`config.mk`:
```
export PLATFORM = sky130hd
export DESIGN_NAME = seven_seg_scanner_flat
export DESIGN_NICKNAME = d
export VERILOG_FILES = /design/src/rtl/seven_seg_scanner_if.sv /design/src/rtl/seven_seg_scanner.sv /design/src/flat_wrapper.sv
export SDC_FILE = /design/constraint.sdc
export NUM_CORES = 1
export LEC_CHECK = 0
export BUFFER_PORTS_ARGS = -buffer_cell sky130_fd_sc_hd__buf_2
export CORE_UTILIZATION = 43
export CTS_CLUSTER_DIAMETER = 200
export DETAILED_ROUTE_END_ITERATION = 16
export HOLD_SLACK_MARGIN = 0.08
export PLACE_DENSITY = 0.65
export SLEW_MARGIN = 15
export SYNTH_ARGS = -nofsm -noshare
export SYNTH_HDL_FRONTEND = slang
export SYNTH_SLANG_ARGS = --single-unit
```
`constraint.sdc`:
```
create_clock -name clk -period 12.3 [get_ports clk]
set_clock_uncertainty 0.2 [all_clocks]
set_input_delay 1.23 -clock clk [delete_from_list [all_inputs] [get_ports clk]]
set_output_delay 1.23 -clock clk [all_outputs]
set_load 0.005 [all_outputs]
```
`src/rtl/seven_seg_scanner_if.sv`:
```
// Display-side bundle of the seven-segment scanner: frame inputs from the
// host and the scanned anode/nibble/dp outputs toward the display.
interface seven_seg_scanner_if #(
  parameter int NUM_DIGITS = 4,
  parameter int BRIGHT_W   = 4
);
  localparam int IW = (NUM_DIGITS > 1) ? $clog2(NUM_DIGITS) : 1;

  logic [4*NUM_DIGITS-1:0] value;
  logic [NUM_DIGITS-1:0]   dp_in;
  logic [NUM_DIGITS-1:0]   digit_en;
  logic [BRIGHT_W-1:0]     brightness;
  logic [NUM_DIGITS-1:0]   an;
  logic [3:0]              nibble;
  logic                    dp;
  logic [IW-1:0]           digit_idx;
  logic                    frame_start;

  modport master (
    output value, dp_in, digit_en, brightness,
    input  an, nibble, dp, digit_idx, frame_start
  );

  modport slave (
    input  value, dp_in, digit_en, brightness,
    output an, nibble, dp, digit_idx, frame_start
  );
endinterface

```
`src/rtl/seven_seg_scanner.sv`:
```
// Time-multiplexed common-anode 7-segment scanner with frame snapshots, PWM
// brightness and anti-ghost dead time. Optional: LEADING_ZERO_BLANK_EN.
module seven_seg_scanner #(
  parameter int NUM_DIGITS = 4,
  parameter int DIV        = 50000,
  parameter int GHOST_CYC  = 16,
  parameter int BRIGHT_W   = 4
) (
  input logic               clk,
  input logic               rst_n,
  seven_seg_scanner_if.slave bus
);
  localparam int CW = (DIV > 1) ? $clog2(DIV) : 1;
  localparam int IW = (NUM_DIGITS > 1) ? $clog2(NUM_DIGITS) : 1;
  localparam int OW = $clog2(DIV) + BRIGHT_W + 1;
  localparam int VW = 4 * NUM_DIGITS;

  localparam logic [CW-1:0] CNT_MAX = CW'(DIV - 1);
  localparam logic [IW-1:0] IDX_MAX = IW'(NUM_DIGITS - 1);
  localparam logic [CW-1:0] GHOST   = CW'(GHOST_CYC);
  localparam logic [OW-1:0] ON_SPAN = OW'(DIV - GHOST_CYC);

  // Full-width product before the shift so low brightness settings keep precision.
  function automatic logic [OW-1:0] calc_on_len(input logic [BRIGHT_W-1:0] b);
    logic [OW-1:0] prod;
    prod = ON_SPAN * ({{(OW-BRIGHT_W){1'b0}}, b} + OW'(1));
    prod = prod >> BRIGHT_W;
    return (prod == '0) ? OW'(1) : prod;
  endfunction

  function automatic logic slot_lit(input logic en, input logic [CW-1:0] c,
                                    input logic [OW-1:0] len);
    logic [OW-1:0] off;
    off = OW'(c) - OW'(GHOST_CYC);
    return en && (c >= GHOST) && (off < len);
  endfunction

  logic [CW-1:0]         cnt_q, cnt_d;
  logic [IW-1:0]         idx_q, idx_d;
  logic                  snap;
  logic [VW-1:0]         val_sh_q, val_sh_d;
  logic [NUM_DIGITS-1:0] dp_sh_q, dp_sh_d;
  logic [NUM_DIGITS-1:0] en_sh_q, en_sh_d;
  logic [OW-1:0]         on_len_q, on_len_d;
  logic [NUM_DIGITS-1:0] keep;
  logic [NUM_DIGITS-1:0] an_q, an_d;
  logic [3:0]            nib_q, nib_d;
  logic                  dp_q, dp_d;
  logic                  fs_q, fs_d;
  logic                  lit_d;

`ifdef LEADING_ZERO_BLANK_EN
  logic seen;

  // Scan from the top digit down; everything above the first nonzero nibble goes dark.
  always_comb begin
    seen = 1'b0;
    keep = '0;
    for (int i = NUM_DIGITS - 1; i >= 0; i--) begin
      seen    = seen | (bus.value[4*i +: 4] != 4'h0);
      keep[i] = seen || (i == 0);
    end
  end
`else
  assign keep = '1;
`endif

  always_comb begin
    cnt_d = cnt_q + 1'b1;
    idx_d = idx_q;
    snap  = 1'b0;
    if (cnt_q == CNT_MAX) begin
      cnt_d = '0;
      if (idx_q == IDX_MAX) begin
        idx_d = '0;
        snap  = 1'b1;
      end else begin
        idx_d = idx_q + 1'b1;
      end
    end
  end

  always_comb begin
    val_sh_d = val_sh_q;
    dp_sh_d  = dp_sh_q;
    en_sh_d  = en_sh_q;
    on_len_d = on_len_q;
    if (snap) begin
      val_sh_d = bus.value;
      dp_sh_d  = bus.dp_in;
      en_sh_d  = bus.digit_en & keep;
      on_len_d = calc_on_len(bus.brightness);
    end
  end

  // Outputs are derived from next-state so they line up with (idx_q, cnt_q) once registered.
  always_comb begin
    lit_d = 1'b0;
    an_d  = '1;
    nib_d = '0;
    dp_d  = 1'b0;
    for (int i = 0; i < NUM_DIGITS; i++) begin
      if (idx_d == IW'(i)) begin
        lit_d   = slot_lit(en_sh_d[i], cnt_d, on_len_d);
        an_d[i] = ~lit_d;
        nib_d   = val_sh_d[4*i +: 4];
        dp_d    = dp_sh_d[i] & lit_d;
      end
    end
    fs_d = (idx_d == '0) && (cnt_d == '0);
  end

  always_ff @(posedge clk or negedge rst_n) begin
    if (!rst_n) begin
      cnt_q    <= '0;
      idx_q    <= '0;
      val_sh_q <= '0;
      dp_sh_q  <= '0;
      en_sh_q  <= '0;
      on_len_q <= '0;
      an_q     <= '1;
      nib_q    <= '0;
      dp_q     <= 1'b0;
      fs_q     <= 1'b0;
    end else begin
      cnt_q    <= cnt_d;
      idx_q    <= idx_d;
      val_sh_q <= val_sh_d;
      dp_sh_q  <= dp_sh_d;
      en_sh_q  <= en_sh_d;
      on_len_q <= on_len_d;
      an_q     <= an_d;
      nib_q    <= nib_d;
      dp_q     <= dp_d;
      fs_q     <= fs_d;
    end
  end

  assign bus.an          = an_q;
  assign bus.nibble      = nib_q;
  assign bus.dp          = dp_q;
  assign bus.digit_idx   = idx_q;
  assign bus.frame_start = fs_q;
endmodule

```
`src/flat_wrapper.sv`:
```
// flat-port wrapper written by rule: the top's interface ports become plain ports
module seven_seg_scanner_flat 
#(
  parameter int NUM_DIGITS = 4,
  parameter int DIV        = 50000,
  parameter int GHOST_CYC  = 16,
  parameter int BRIGHT_W   = 4
)
  (clk, rst_n, bus_value, bus_dp_in, bus_digit_en, bus_brightness, bus_an, bus_nibble, bus_dp, bus_digit_idx, bus_frame_start);
  seven_seg_scanner_if #(.NUM_DIGITS(NUM_DIGITS), .BRIGHT_W(BRIGHT_W)) bus_i ();
  input logic clk;
  input logic rst_n;
  input wire logic [$bits(bus_i.value)-1:0] bus_value;
  input wire logic [$bits(bus_i.dp_in)-1:0] bus_dp_in;
  input wire logic [$bits(bus_i.digit_en)-1:0] bus_digit_en;
  input wire logic [$bits(bus_i.brightness)-1:0] bus_brightness;
  output wire logic [$bits(bus_i.an)-1:0] bus_an;
  output wire logic [$bits(bus_i.nibble)-1:0] bus_nibble;
  output wire logic [$bits(bus_i.dp)-1:0] bus_dp;
  output wire logic [$bits(bus_i.digit_idx)-1:0] bus_digit_idx;
  output wire logic [$bits(bus_i.frame_start)-1:0] bus_frame_start;
  assign bus_i.value = bus_value;
  assign bus_i.dp_in = bus_dp_in;
  assign bus_i.digit_en = bus_digit_en;
  assign bus_i.brightness = bus_brightness;
  assign bus_an = bus_i.an;
  assign bus_nibble = bus_i.nibble;
  assign bus_dp = bus_i.dp;
  assign bus_digit_idx = bus_i.digit_idx;
  assign bus_frame_start = bus_i.frame_start;
  seven_seg_scanner #(.NUM_DIGITS(NUM_DIGITS), .DIV(DIV), .GHOST_CYC(GHOST_CYC), .BRIGHT_W(BRIGHT_W)) u_core (.clk(clk), .rst_n(rst_n), .bus(bus_i));
endmodule
```
==> impl_metrics.csv <==
group,metric,value,unit
setup_path,cp.required,12390,ps
routing,routedWlPerCell,15.2,um
placed_design,place_congestion,0.857,
floorplanning,rows,38,
clock_tree,clk_latency,360,ps
setup_path,rrSetupSlack,7060,ps
clock_tree,cts-root-buf,"clkbuf_8",
power,switching_share,29.4,%
setup_path,cp.arrival,6960,ps
sta,rsz0062_at_grt,"false",
yosys,synth_edf_count,0,
placed_design,port_buffers,41,
yosys,syn_inst,524,
floorplanning,die-area,11600,sq um
sta,worst_slew_pin_slew,925,ps
placed_design,dp_cells,692,
setup_path,r2r_cells,16,
final_layout,syn_to_final_growth,10.7,%
yosys,synth_largest_area_cell,"dfrtp_1",
power,power_switching,0.147,mW
global_route,grt_pass1_wl,18400,um
global_route,grt_max_degree,74,
yosys,synth_top_area_share,35.9,%
global_route,grt.overflow.total,0,
setup_path,cp-start-kind,"input port",
yosys,synth_area_leaders,"dfrtp_1 36%, ha_1 14%, nand2_1 6.6%",
global_route,grt_usage,20.4,%
sta,fin_crit_sh,55.9,%
min_path,hold_end,"u_core.on_len_q[20]$_DFF_PN0_",
final_layout,final_cells,708,
power,p_int,0.354,mW
routing,wirelength,10800,um
clock_tree,cts_tree,"yes",
yosys,ys_async_sr_fraction,100,%
yosys,ys_types,54,
floorplanning,initial_core_util,44.2,%
yosys,avgSynthCellArea,9.19,sq um
power,p_leak,2.71,nW
flow_run,drv_cap,0,
sta,hold_viol,0,
routing,drtAntennaViolNets,0,
routing,drtPass1Iterations,4,
sta,timing.fmax,0.145,GHz
setup_path,crit_path_end_kind,"flop",
clock_tree,ctsResizeCount,0,
global_route,grt_pass1_vias,3805,
routing,drtIter0Drc,216,
floorplanning,die_h,108,um
sta,setup_viol,0,
final_layout,post-route-cell-area,5330,sq um
sta,setup_tns,0,ps
final_layout,final_common_cell,"nand2_1",
outcome,outcome,"finished clean",
routing,viasPerCell,5.39,
floorplanning,io_pins,42,
setup_path,crit_fanout,9,
min_path,min-delay-start,"u_core.on_len_q[20]$_DFF_PN0_",
final_layout,num_antenna_cells,0,
clock_tree,htreeDepth,3,
min_path,whs_path_depth,2,
clock_tree,hold_buffers,0,
yosys,synth_warnings,0,
setup_path,r2r_start,"u_core.cnt_q[0]$_DFF_PN0_",
clock_tree,clock-sinks,73,
yosys,syn_nets,610,
yosys,ys_ff_latch,73,
setup_path,r2r_end,"u_core.bus.dp$_DFF_PN0_",
power,combPwrFrac,15.7,%
clock_tree,post_cts_buffers,0,
clock_tree,path_clk_slew,80,ps
final_layout,n_fill_cell,1072,
sta,slew_headroom,38.1,%
sta,fin_crit,6880,ps
power,ir_worst_vdd,0.0000560,V
final_layout,drive_gt1_share,14.1,%
floorplanning,coreArea,10900,sq um
setup_path,crit_type,"input port to flop",
floorplanning,die_w,108,um
power,powerDensity,94.0,nW/um^2
sta,whs,273,ps
final_layout,layout.nets,649,
final_layout,final_cell_mix,"84 x nand2_1, 69 x dfrtp_1, 55 x ha_1, 41 x inv_1, 41 x buf_2",
power,p_seq_share,48.2,%
routing,drc,0,
min_path,worstHoldPathType,"flop to flop",
clock_tree,numCtsBuffers,9,
placed_design,dp_hpwl,8130,um
placed_design,post_dp_cell_area,5140,sq um
sta,final-max-slew-violation-count,0,
routing,vias,3817,
yosys,ys.flop_type,"dfrtp_1",
yosys,yosysSeqAreaShare,38.1,%
yosys,synthesis.area,4810,sq um
clock_tree,clockBufferDepth,2,
global_route,antenna_found_initial,0,
power,p_clk_share,36.1,%
area by class of cell:
cell class / instances / area [sq um] / area share [%]
sequential: 73 / 1830 / 34.4
inverter: 41 / 154 / 2.89
timing repair buffer: 47 / 250 / 4.69
tap: 140 / 175 / 3.29
multi-input combinational: 391 / 2730 / 51.2
clock inverter: 6 / 50.0 / 0.939
clock buffer: 10 / 138 / 2.58
per-layer routing:
layer / track usage, % / routed length, um
met2: 33.4 / 4920
met5: 0 / 0
met1: 27.1 / 5350
met4: 6.26 / 135
met3: 3.93 / 388
how the worst max path moves through the flow:
| stage | startpoint | end | depth (start not counted) |
|---|---|---|---|
| finish | bus_brightness[0] | u_core.bus.dp$_DFF_PN0_ | 22 |
| global route | bus_brightness[0] | u_core.bus.dp$_DFF_PN0_ | 21 |
| CTS | bus_brightness[0] | u_core.bus.dp$_DFF_PN0_ | 22 |
| detailed placement | bus_brightness[0] | u_core.bus.dp$_DFF_PN0_ | 22 |
| global placement | bus_brightness[0] | u_core.bus.dp$_DFF_PN0_ | 22 |
| floorplan | bus_brightness[0] | u_core.bus.dp$_DFF_PN0_ | 20 |
sequential cells by signal (all words and copies together) (netlist names):
register	cells
u_core.en_sh_q	4
u_core.on_len_q	21
u_core.val_sh_q	16
u_core.bus.an	4
u_core.bus.frame_start	1
u_core.bus.dp	1
u_core.bus.digit_idx	2
u_core.dp_sh_q	4
u_core.cnt_q	16
u_core.bus.nibble	4
power groups by stage:
stage | clock, mW | sequential (mW) | combinational [mW]
floorplan | 0 | 0.246 | 0.0534
global placement | 0 | 0.246 | 0.0773
detailed placement | 0 | 0.246 | 0.0780
CTS | 0.186 | 0.242 | 0.0789
global route | 0.196 | 0.242 | 0.0893
finish | 0.181 | 0.242 | 0.0786
through the flow:
| step | worst slack, ps | power (mW) | utilization (%) |
|---|---|---|---|
| after global routing | 5050 | 0.528 | 49.0 |
| after floorplan | 5890 | 0.300 | - |
| after CTS | 5470 | 0.506 | 49.0 |
| after global placement | 5280 | 0.324 | 47.2 |
| final | 5420 | 0.501 | 49.0 |
| after detailed placement | 5110 | 0.325 | 47.2 |
cell families (layout without fill, tap and decap cells):
family | count (synthesis) | in the layout | share of synthesized area [%]
xor gates and xnor gates | 37 | 37 | 6.73
buffers and inverters | 60 | 104 | 5.20
adders and majority gates | 56 | 56 | 14.7
muxes | 18 | 18 | 3.85
AOI/OAI and AO/OA | 77 | 77 | 10.6
and+or+nand+nor | 203 | 203 | 20.8
DFF | 73 | 73 | 38.1
cells in the mapped netlist (all sizes together) (2+ instances only):
cell	instances
nand2	84
dfrtp	69
ha	55
inv	41
nand3	30
xnor2	26
nor2	24
o21ai	18
a21o	14
clkbuf	14
mux2i	14
a21oi	13
nor3	13
nand4	11
xor2	11
nor4	9
and3	7
or2	6
buf	5
o21a	5
a31oi	4
dfstp	4
mux2	4
o211ai	4
a211oi	3
and4	3
nor2b	3
nor4b	3
o31ai	3
a2bb2oi	2
nand2b	2
o2111ai	2
o31a	2
or4b	2
critical path: stages:
cell,delay [ps]
buf_2,140
ha_1,240
xor2_1,350
ha_1,300
ha_1,290
ha_1,300
inv_1,60
fa_1,460
nor2b_1,180
o2111ai_1,210
a21oi_1,180
nor3_1,80
or4_1,530
nor4_2,460
nand2b_1,190
ha_1,240
a21o_1,160
a21o_1,160
a21oi_1,180
nand2b_1,80
o41ai_1,690
and3_1,250
Note: power is estimated with default switching activity, not from simulation.
